$ cat src/rtl/keypad_entry.sv
// Keypad entry front end: gathers three digit keys, submits them to the password
// checker, reports granted/denied and enforces a lockout after repeated failures.
module keypad_entry #(
    parameter int TIMEOUT_CYCLES = 1000,
    parameter int LOCKOUT_CYCLES = 5000,
    parameter int MAX_FAILS      = 3
) (
    input  logic       clk,
    input  logic       rst,
    input  logic       key_valid,
    input  logic [3:0] key_code,
    input  logic       unlock,
    output logic [3:0] digit1,
    output logic [3:0] digit2,
    output logic [3:0] digit3,
    output logic       lock_input,
    output logic [1:0] digit_count,
    output logic       granted,
    output logic       denied,
    output logic       locked_out
);
    localparam int TW = $clog2(TIMEOUT_CYCLES + 1);
    localparam int LW = $clog2(LOCKOUT_CYCLES + 1);
    localparam int FW = $clog2(MAX_FAILS + 1);

    typedef enum logic [1:0] {ENTRY, SUBMIT, CHECK, LOCKOUT} state_t;

    state_t        state, state_nx;
    logic [TW-1:0] idle_cnt, idle_nx;
    logic [LW-1:0] lock_cnt, lock_nx;
    logic [FW-1:0] fail_cnt, fail_nx, fail_inc;
    logic [3:0]    d1_nx, d2_nx, d3_nx;
    logic [1:0]    cnt_nx;
    logic          lock_input_nx, granted_nx, denied_nx, locked_nx;
    logic          digit_key;

    always_comb begin
        state_nx      = state;
        d1_nx         = digit1;
        d2_nx         = digit2;
        d3_nx         = digit3;
        cnt_nx        = digit_count;
        idle_nx       = idle_cnt;
        lock_nx       = lock_cnt;
        fail_nx       = fail_cnt;
        lock_input_nx = 1'b0;
        granted_nx    = 1'b0;
        denied_nx     = 1'b0;
        locked_nx     = locked_out;
        fail_inc      = (fail_cnt == FW'(MAX_FAILS)) ? fail_cnt : fail_cnt + FW'(1);
        // A fourth digit is not an accepted key, so it cannot hold off the timeout
        digit_key     = key_valid && (key_code <= 4'd9) && (digit_count != 2'd3);

        case (state)
            ENTRY: begin
                if (digit_key) begin
                    case (digit_count)
                        2'd0:    d1_nx = key_code;
                        2'd1:    d2_nx = key_code;
                        default: d3_nx = key_code;
                    endcase
                    cnt_nx  = digit_count + 2'd1;
                    idle_nx = '0;
                end else if (key_valid && key_code == 4'hC) begin
                    {d1_nx, d2_nx, d3_nx, cnt_nx} = '0;
                    idle_nx = '0;
                end else if (key_valid && key_code == 4'hE) begin
                    idle_nx = '0;
                    if (digit_count == 2'd3) begin
                        state_nx      = SUBMIT;
                        lock_input_nx = 1'b1;
                    end else begin
                        denied_nx = 1'b1;
                        {d1_nx, d2_nx, d3_nx, cnt_nx} = '0;
                    end
                end else if (digit_count != 2'd0) begin
                    if (idle_cnt == TW'(TIMEOUT_CYCLES - 1)) begin
                        {d1_nx, d2_nx, d3_nx, cnt_nx} = '0;
                        idle_nx = '0;
                    end else begin
                        idle_nx = idle_cnt + TW'(1);
                    end
                end else begin
                    idle_nx = '0;
                end
            end
            SUBMIT: state_nx = CHECK;
            CHECK: begin
                {d1_nx, d2_nx, d3_nx, cnt_nx} = '0;
                state_nx = ENTRY;
                if (unlock) begin
                    granted_nx = 1'b1;
                    fail_nx    = '0;
                end else begin
                    denied_nx = 1'b1;
                    fail_nx   = fail_inc;
                    if (fail_inc == FW'(MAX_FAILS)) begin
                        state_nx  = LOCKOUT;
                        locked_nx = 1'b1;
                        lock_nx   = LW'(LOCKOUT_CYCLES);
                    end
                end
            end
            LOCKOUT: begin
                // Counter is loaded with the full length, so the final lockout cycle sees 1
                if (lock_cnt <= LW'(1)) begin
                    lock_nx   = '0;
                    locked_nx = 1'b0;
                    fail_nx   = '0;
                    state_nx  = ENTRY;
                end else begin
                    lock_nx = lock_cnt - LW'(1);
                end
            end
            default: state_nx = ENTRY;
        endcase
    end

    always_ff @(posedge clk) begin
        if (rst) begin
            state       <= ENTRY;
            digit1      <= '0;
            digit2      <= '0;
            digit3      <= '0;
            digit_count <= '0;
            idle_cnt    <= '0;
            lock_cnt    <= '0;
            fail_cnt    <= '0;
            lock_input  <= 1'b0;
            granted     <= 1'b0;
            denied      <= 1'b0;
            locked_out  <= 1'b0;
        end else begin
            state       <= state_nx;
            digit1      <= d1_nx;
            digit2      <= d2_nx;
            digit3      <= d3_nx;
            digit_count <= cnt_nx;
            idle_cnt    <= idle_nx;
            lock_cnt    <= lock_nx;
            fail_cnt    <= fail_nx;
            lock_input  <= lock_input_nx;
            granted     <= granted_nx;
            denied      <= denied_nx;
            locked_out  <= locked_nx;
        end
    end
endmodule

$ cat config.mk
export PLATFORM = sky130hd
export DESIGN_NAME = keypad_entry
export DESIGN_NICKNAME = d
export VERILOG_FILES = /design/src/rtl/keypad_entry.sv
export SDC_FILE = /design/constraint.sdc
export NUM_CORES = 1
export LEC_CHECK = 0
export CAP_MARGIN = 20
export CORE_MARGIN = 8
export CORE_UTILIZATION = 25
export DETAILED_ROUTE_END_ITERATION = 16
export HOLD_SLACK_MARGIN = 0.1
export PLACE_DENSITY = 0.41
export SLEW_MARGIN = 20
export SYNTH_ARGS = -nofsm -noshare
export SYNTH_HDL_FRONTEND = slang
export SYNTH_SLANG_ARGS = --single-unit
$ cat constraint.sdc
create_clock -name clk -period 2.22 [get_ports clk]
set_input_delay 0.444 -clock clk [delete_from_list [all_inputs] [get_ports clk]]
set_output_delay 0.444 -clock clk [all_outputs]
set_load 0.005 [all_outputs]
======== Word level (Yosys, flattened, before mapping) ========
Cells that the tools add are included.
Widths: inputs -> output; s select.
cells by class
  magnitude comparators ................... 2
  $add $sub $neg .......................... 4
  multiplexer cells ....................... 53
  bitwise logic cells ..................... 3
  reduce and logical (&&, ||, !) cells .... 20
  eq/ne operators ......................... 24
operator list
  kind                   count
  $mux 10                5
  $mux 4                 11
  $mux 13                3
  $mux 2                 15
  $pmux 13 s2            1
  $pmux 4 s2             3
  $reduce_and 5->1       4
  $ne 2x2->1 const B     8
  $ne 5x5->1 const B     3
  $le 13x1->1 const B    1
  $sub 13x1->13 const B  1
  $add 10x1->10 const B  1
  $eq 10x10->1 const B   1
  $eq 2x2->1 const B     5
  $mux 1                 10
  $eq 4x4->1 const B     2
  $pmux 2 s2             2
  $pmux 2 s4             1
  $reduce_and 4->1       2
  $ne 3x2->1 const B     2
  $reduce_bool 2->1      3
  $reduce_or 5->1        1
  $add 2x1->2 const B    2
  $eq 2x1->1 const B     2
  other kinds (9)        17
storage, ports and cells
  bits of input ports ..................... 8
  output and inout port bits .............. 18
  flip-flop bits (word level) ............. 45
  logic and storage cells ................. 118

======== Depth between registers and ports, before layout ========
  depth in word-level cells ............... 7
  gate-level depth with buffers ........... 7
  depth with buffers taken out ............ 6

======== Worst setup path before layout ========
OpenSTA, ideal clock, no wires.
  kind .................................... reg2reg
  from .................................... reg digit_count[0]
  to ...................................... reg digit3[0]
  setup time .............................. 0.134 ns
  required time ........................... 2.086 ns
  path slack .............................. 0.444 ns
  arrival time ............................ 1.642 ns
  cell stages (with the launch flop) ...... 6
  path buffers ............................ 0
  period minus slack after synthesis ...... 1.776 ns
  cell sequence ........................... dfxtp_1 ha_1 or4b_2 nor3_1 a211oi_2 mux2i_1
on the way
  longest elaborated chain between the ends .. 4
  elaborated cells on any way between the ends .. 14
  classes of those cells .................. eq/ne (7); mux (2); reduce/logical (5)
RTL lines
  what                                                            line  text
  from (decl)                                                     17    output logic [1:0] digit_count,
  from (signal assigned)                                          138   digit_count <= cnt_nx;
  $eq 2x1->1, or another cell as far along                        57    case (digit_count)
  $reduce_or 2->1 (no line) or $logic_and 1x1->1 (tied branches)  n/a
  $ne 3x3->1 (no line), or another cell as far along              n/a
  $reduce_and 5->1 (no line) or $pmux 4 s2 (tied branches)        n/a
  to (signal assigned)                                            137   digit3 <= d3_nx;
  to (decl)                                                       15    output logic [3:0] digit3,
Parallel ways exist; a longest one is shown, timed or not.
A chain may end at the register's enable or synchronous reset.

======== Final worst setup path ========
  from .................................... in key_code[0]
  to ...................................... reg idle_cnt[2]
on the way
  longest elaborated chain between the ends .. 5
  elaborated cells on any way between the ends .. 10
  classes of those cells .................. order compare (1); eq/ne (2); mux (3); reduce/logical (4)
RTL lines
  what                  line  text
  from (decl)           11    input logic [3:0] key_code,
  $eq 4x4->1            67    end else if (key_valid && key_code == 4'hE) begin
  $logic_and 1x1->1     67
  $mux 10               67
  $mux 10               64    end else if (key_valid && key_code == 4'hC) begin
  $mux 10 (*)           56    if (digit_key) begin
  to (signal assigned)  139   idle_cnt <= idle_nx;
  to (decl)             29    logic [TW-1:0] idle_cnt, idle_nx;
Every way passes the cells marked *; elsewhere a longest branch is shown, timed or not.

==> run metrics <==
hold_buf cts 0; DP HPWL 4450 µm; antenna-violating nets left 0; CP max stage delay 0.54 ns; Slew Limit Headroom 0.573; post_cts resized 0; switch share 0.220; unrepaired setup endpoints after global routing no; Clk Latency, worst-skew pair 0.31 ns; Vias/cell 4.78; Setup Skew 0.0190 ns; Flop pwr share 0.483; combinational share of power 0.076; crit end category register; status finished, final reports clean; die span in y 111 µm; gr ovfl total 0; gpl congestion 0.738; largest net degree at the start of global routing 18; Ports 26; initial antenna violation count 0; worst-path cell chain clkdlybuf4s50_1 > and3b_1 > a22oi_1 > a41oi_1 > buf_4 > nor2_1; post-layout util 0.330; share of layout cells above drive strength 1 0.138; Max Clk Rate 505 MHz; Die W 111 µm; Placement Setup Slack -0.0564 ns; part of the cycle the worst path needs 0.892; clock network power share 0.441; Vias 1939; num rows 34; TNS Setup 0 ns; final WL 5930 µm; Yosys reg bits 45; Max Cap Viol 0; GRT Total Usage 0.0982; Mapped Cells 255; Port Buffers 25; cell taking the most area after synthesis dfxtp_1; final worst slack 0.239 ns; Fin. Hold Viols 0; Finish-stage setup viols 0; CTS max path bufs 2; core region area 0.00872 mm²; antenna cells 0; postcts setup bufs 0; WP buf/inv 2; drt first-iter violations 79; CP arrival 2.21 ns; starting density of the core 0.258; Area Overhead vs Synth 28.0%; P_leak 0.00102 µW; Critical Path RT 2.45 ns; Power Density 591 mW/mm²; vias in the first global route 1981; Tot Pwr 1700 µW; Root Driver clkbuf_8; Min Hold Slack 0.467 ns; EDFF count, synth 0; Cell Area, Synth 0.00225 mm²; synth top area cells dfxtp_1 (40%), mux2i_1 (6.2%), nand2_1 (4.7%); Synth top area share 0.400; DRC violations left 0; Max Slew Vio Count 0; minimum clock period 1.98 ns; Max IR drop VDD 0.243 mV; Critical Path Start Type primary input; Netlist cell types 49; P_sw 375 µW; register area share after synthesis 0.400; drt first pass iters 4; first-pass GRT wire length 10100 µm; Setup Crit Path Kind primary input to register; total CTS buffers 5; Final nets 311; Mean Syn Cell Area 8.83 µm²; synth warn 0; internal cell power 1330 µW; syn nets 269; Crit-path slowest cell a22oi_1; Top delay family on crit path compound AO/OA/AOI/OAI gates; clk sinks 45; Reg clk slew, reported paths 0.10 ns; CTS tree built; critical path peak fanout 9; min-delay worst type register to register; Tightest Pin Transition 0.640 ns; H-Tree Depth 2; top_reg_cell synth dfxtp_1; post-synthesis async set-or-reset flop share 0; Die ar. 0.0123 mm²; routed len/inst 14.6 µm
worst paths after layout:
kind / slack, ns / startpoint / to / cells after the start
min: 0.47 / digit2[0] / digit2[0] / 2
max reg2reg: 0.28 / digit_count[0] / digit2[3] / 6
max: 0.24 / key_code[0] / idle_cnt[2] / 6
min reg2reg: 0.47 / digit2[0] / digit2[0] / 2
cells in the final DEF (no fill, tap or decap), types with 6 or more instances in the layout:
cell	count
inv_1	12
dfxtp_1	45
xnor2_1	9
nor3_1	9
a21oi_1	8
nor2_1	25
nand3_1	7
nand2_1	28
buf_4	20
mux2i_1	14
clkdlybuf4s50_1	25
ha_1	6
cells in the mapped netlist (2+ instances only):
cell type	count
a21oi_1	8
inv_1	12
nor3_1	9
and2_1	4
dfxtp_1	45
xor2_1	3
o2111ai_1	2
o21bai_1	2
a311oi_1	2
buf_2	2
nand4_1	4
clkbuf_1	8
or3_1	3
o31ai_1	5
nand3_1	7
a41oi_1	3
o21ai_1	2
nor4_1	5
or3b_2	2
nand2_1	28
o21a_1	2
o21ai_0	3
mux2i_1	14
nor2_1	25
a32oi_1	2
ha_1	6
and3_1	3
nand3b_1	2
or4_1	4
a211oi_2	4
a21o_1	2
nor2b_1	5
xnor2_1	9
a211oi_1	3
cell type report:
| class | instances | area, µm² |
|---|---|---|
| Clock buffer | 5 | 68.8 |
| Clock inverter | 3 | 65.1 |
| Fill cell | 915 | 5840 |
| Inverter | 12 | 45.0 |
| Multi-Input combinational cell | 188 | 1260 |
| Sequential cell | 45 | 901 |
| Tap cell | 108 | 135 |
| Timing Repair Buffer | 45 | 400 |
stage by stage:
| step | area, µm² | instances |
|---|---|---|
| after floorplan | 2250 | 255 |
| after global placement | 2750 | 398 |
| after detailed placement | 2750 | 398 |
| after CTS | 2880 | 406 |
| after global routing | 2880 | 406 |
| final | 2880 | 406 |
tightest hold or removal path: stages (launching register included):
cell	delay, ns
dfxtp_1	0.33
nand2_1	0.05
mux2i_1	0.05
cell families after synthesis:
| kind of cell | count (synthesis) | share of synthesized area |
|---|---|---|
| simple gates | 110 | 0.264 |
| compound gates | 46 | 0.156 |
| flops | 45 | 0.400 |
| buf+inv | 22 | 0.0378 |
| mux | 14 | 0.0623 |
| xor+xnor | 12 | 0.0467 |
| fa+ha+maj | 6 | 0.0334 |
sequential cells by signal, indices dropped and copies added (netlist names):
signal / count
state: 2
idle_cnt: 10
granted: 1
lock_cnt: 13
denied: 1
digit2: 4
fail_cnt: 2
digit_count: 2
digit1: 4
lock_input: 1
locked_out: 1
digit3: 4
per-layer routing:
| metal | vias up | global-route usage | wire length [µm] |
|---|---|---|---|
| met1 | 886 | 0.121 | 2800 |
| li1 | 1002 | - | - |
| met5 | - | 0 | 0 |
| met4 | 0 | 0.0225 | 40 |
| met2 | 47 | 0.151 | 2610 |
| met3 | 4 | 0.0455 | 474 |
power groups by stage:
| stage | clock network [µW] | registers (µW) | logic, µW |
|---|---|---|---|
| floorplan | 0 | 842 | 62.2 |
| global placement | 0 | 843 | 131 |
| detailed placement | 0 | 842 | 131 |
| CTS | 768 | 824 | 131 |
| global route | 805 | 825 | 142 |
| finish | 751 | 823 | 129 |
(Power assumes the default switching activity.)
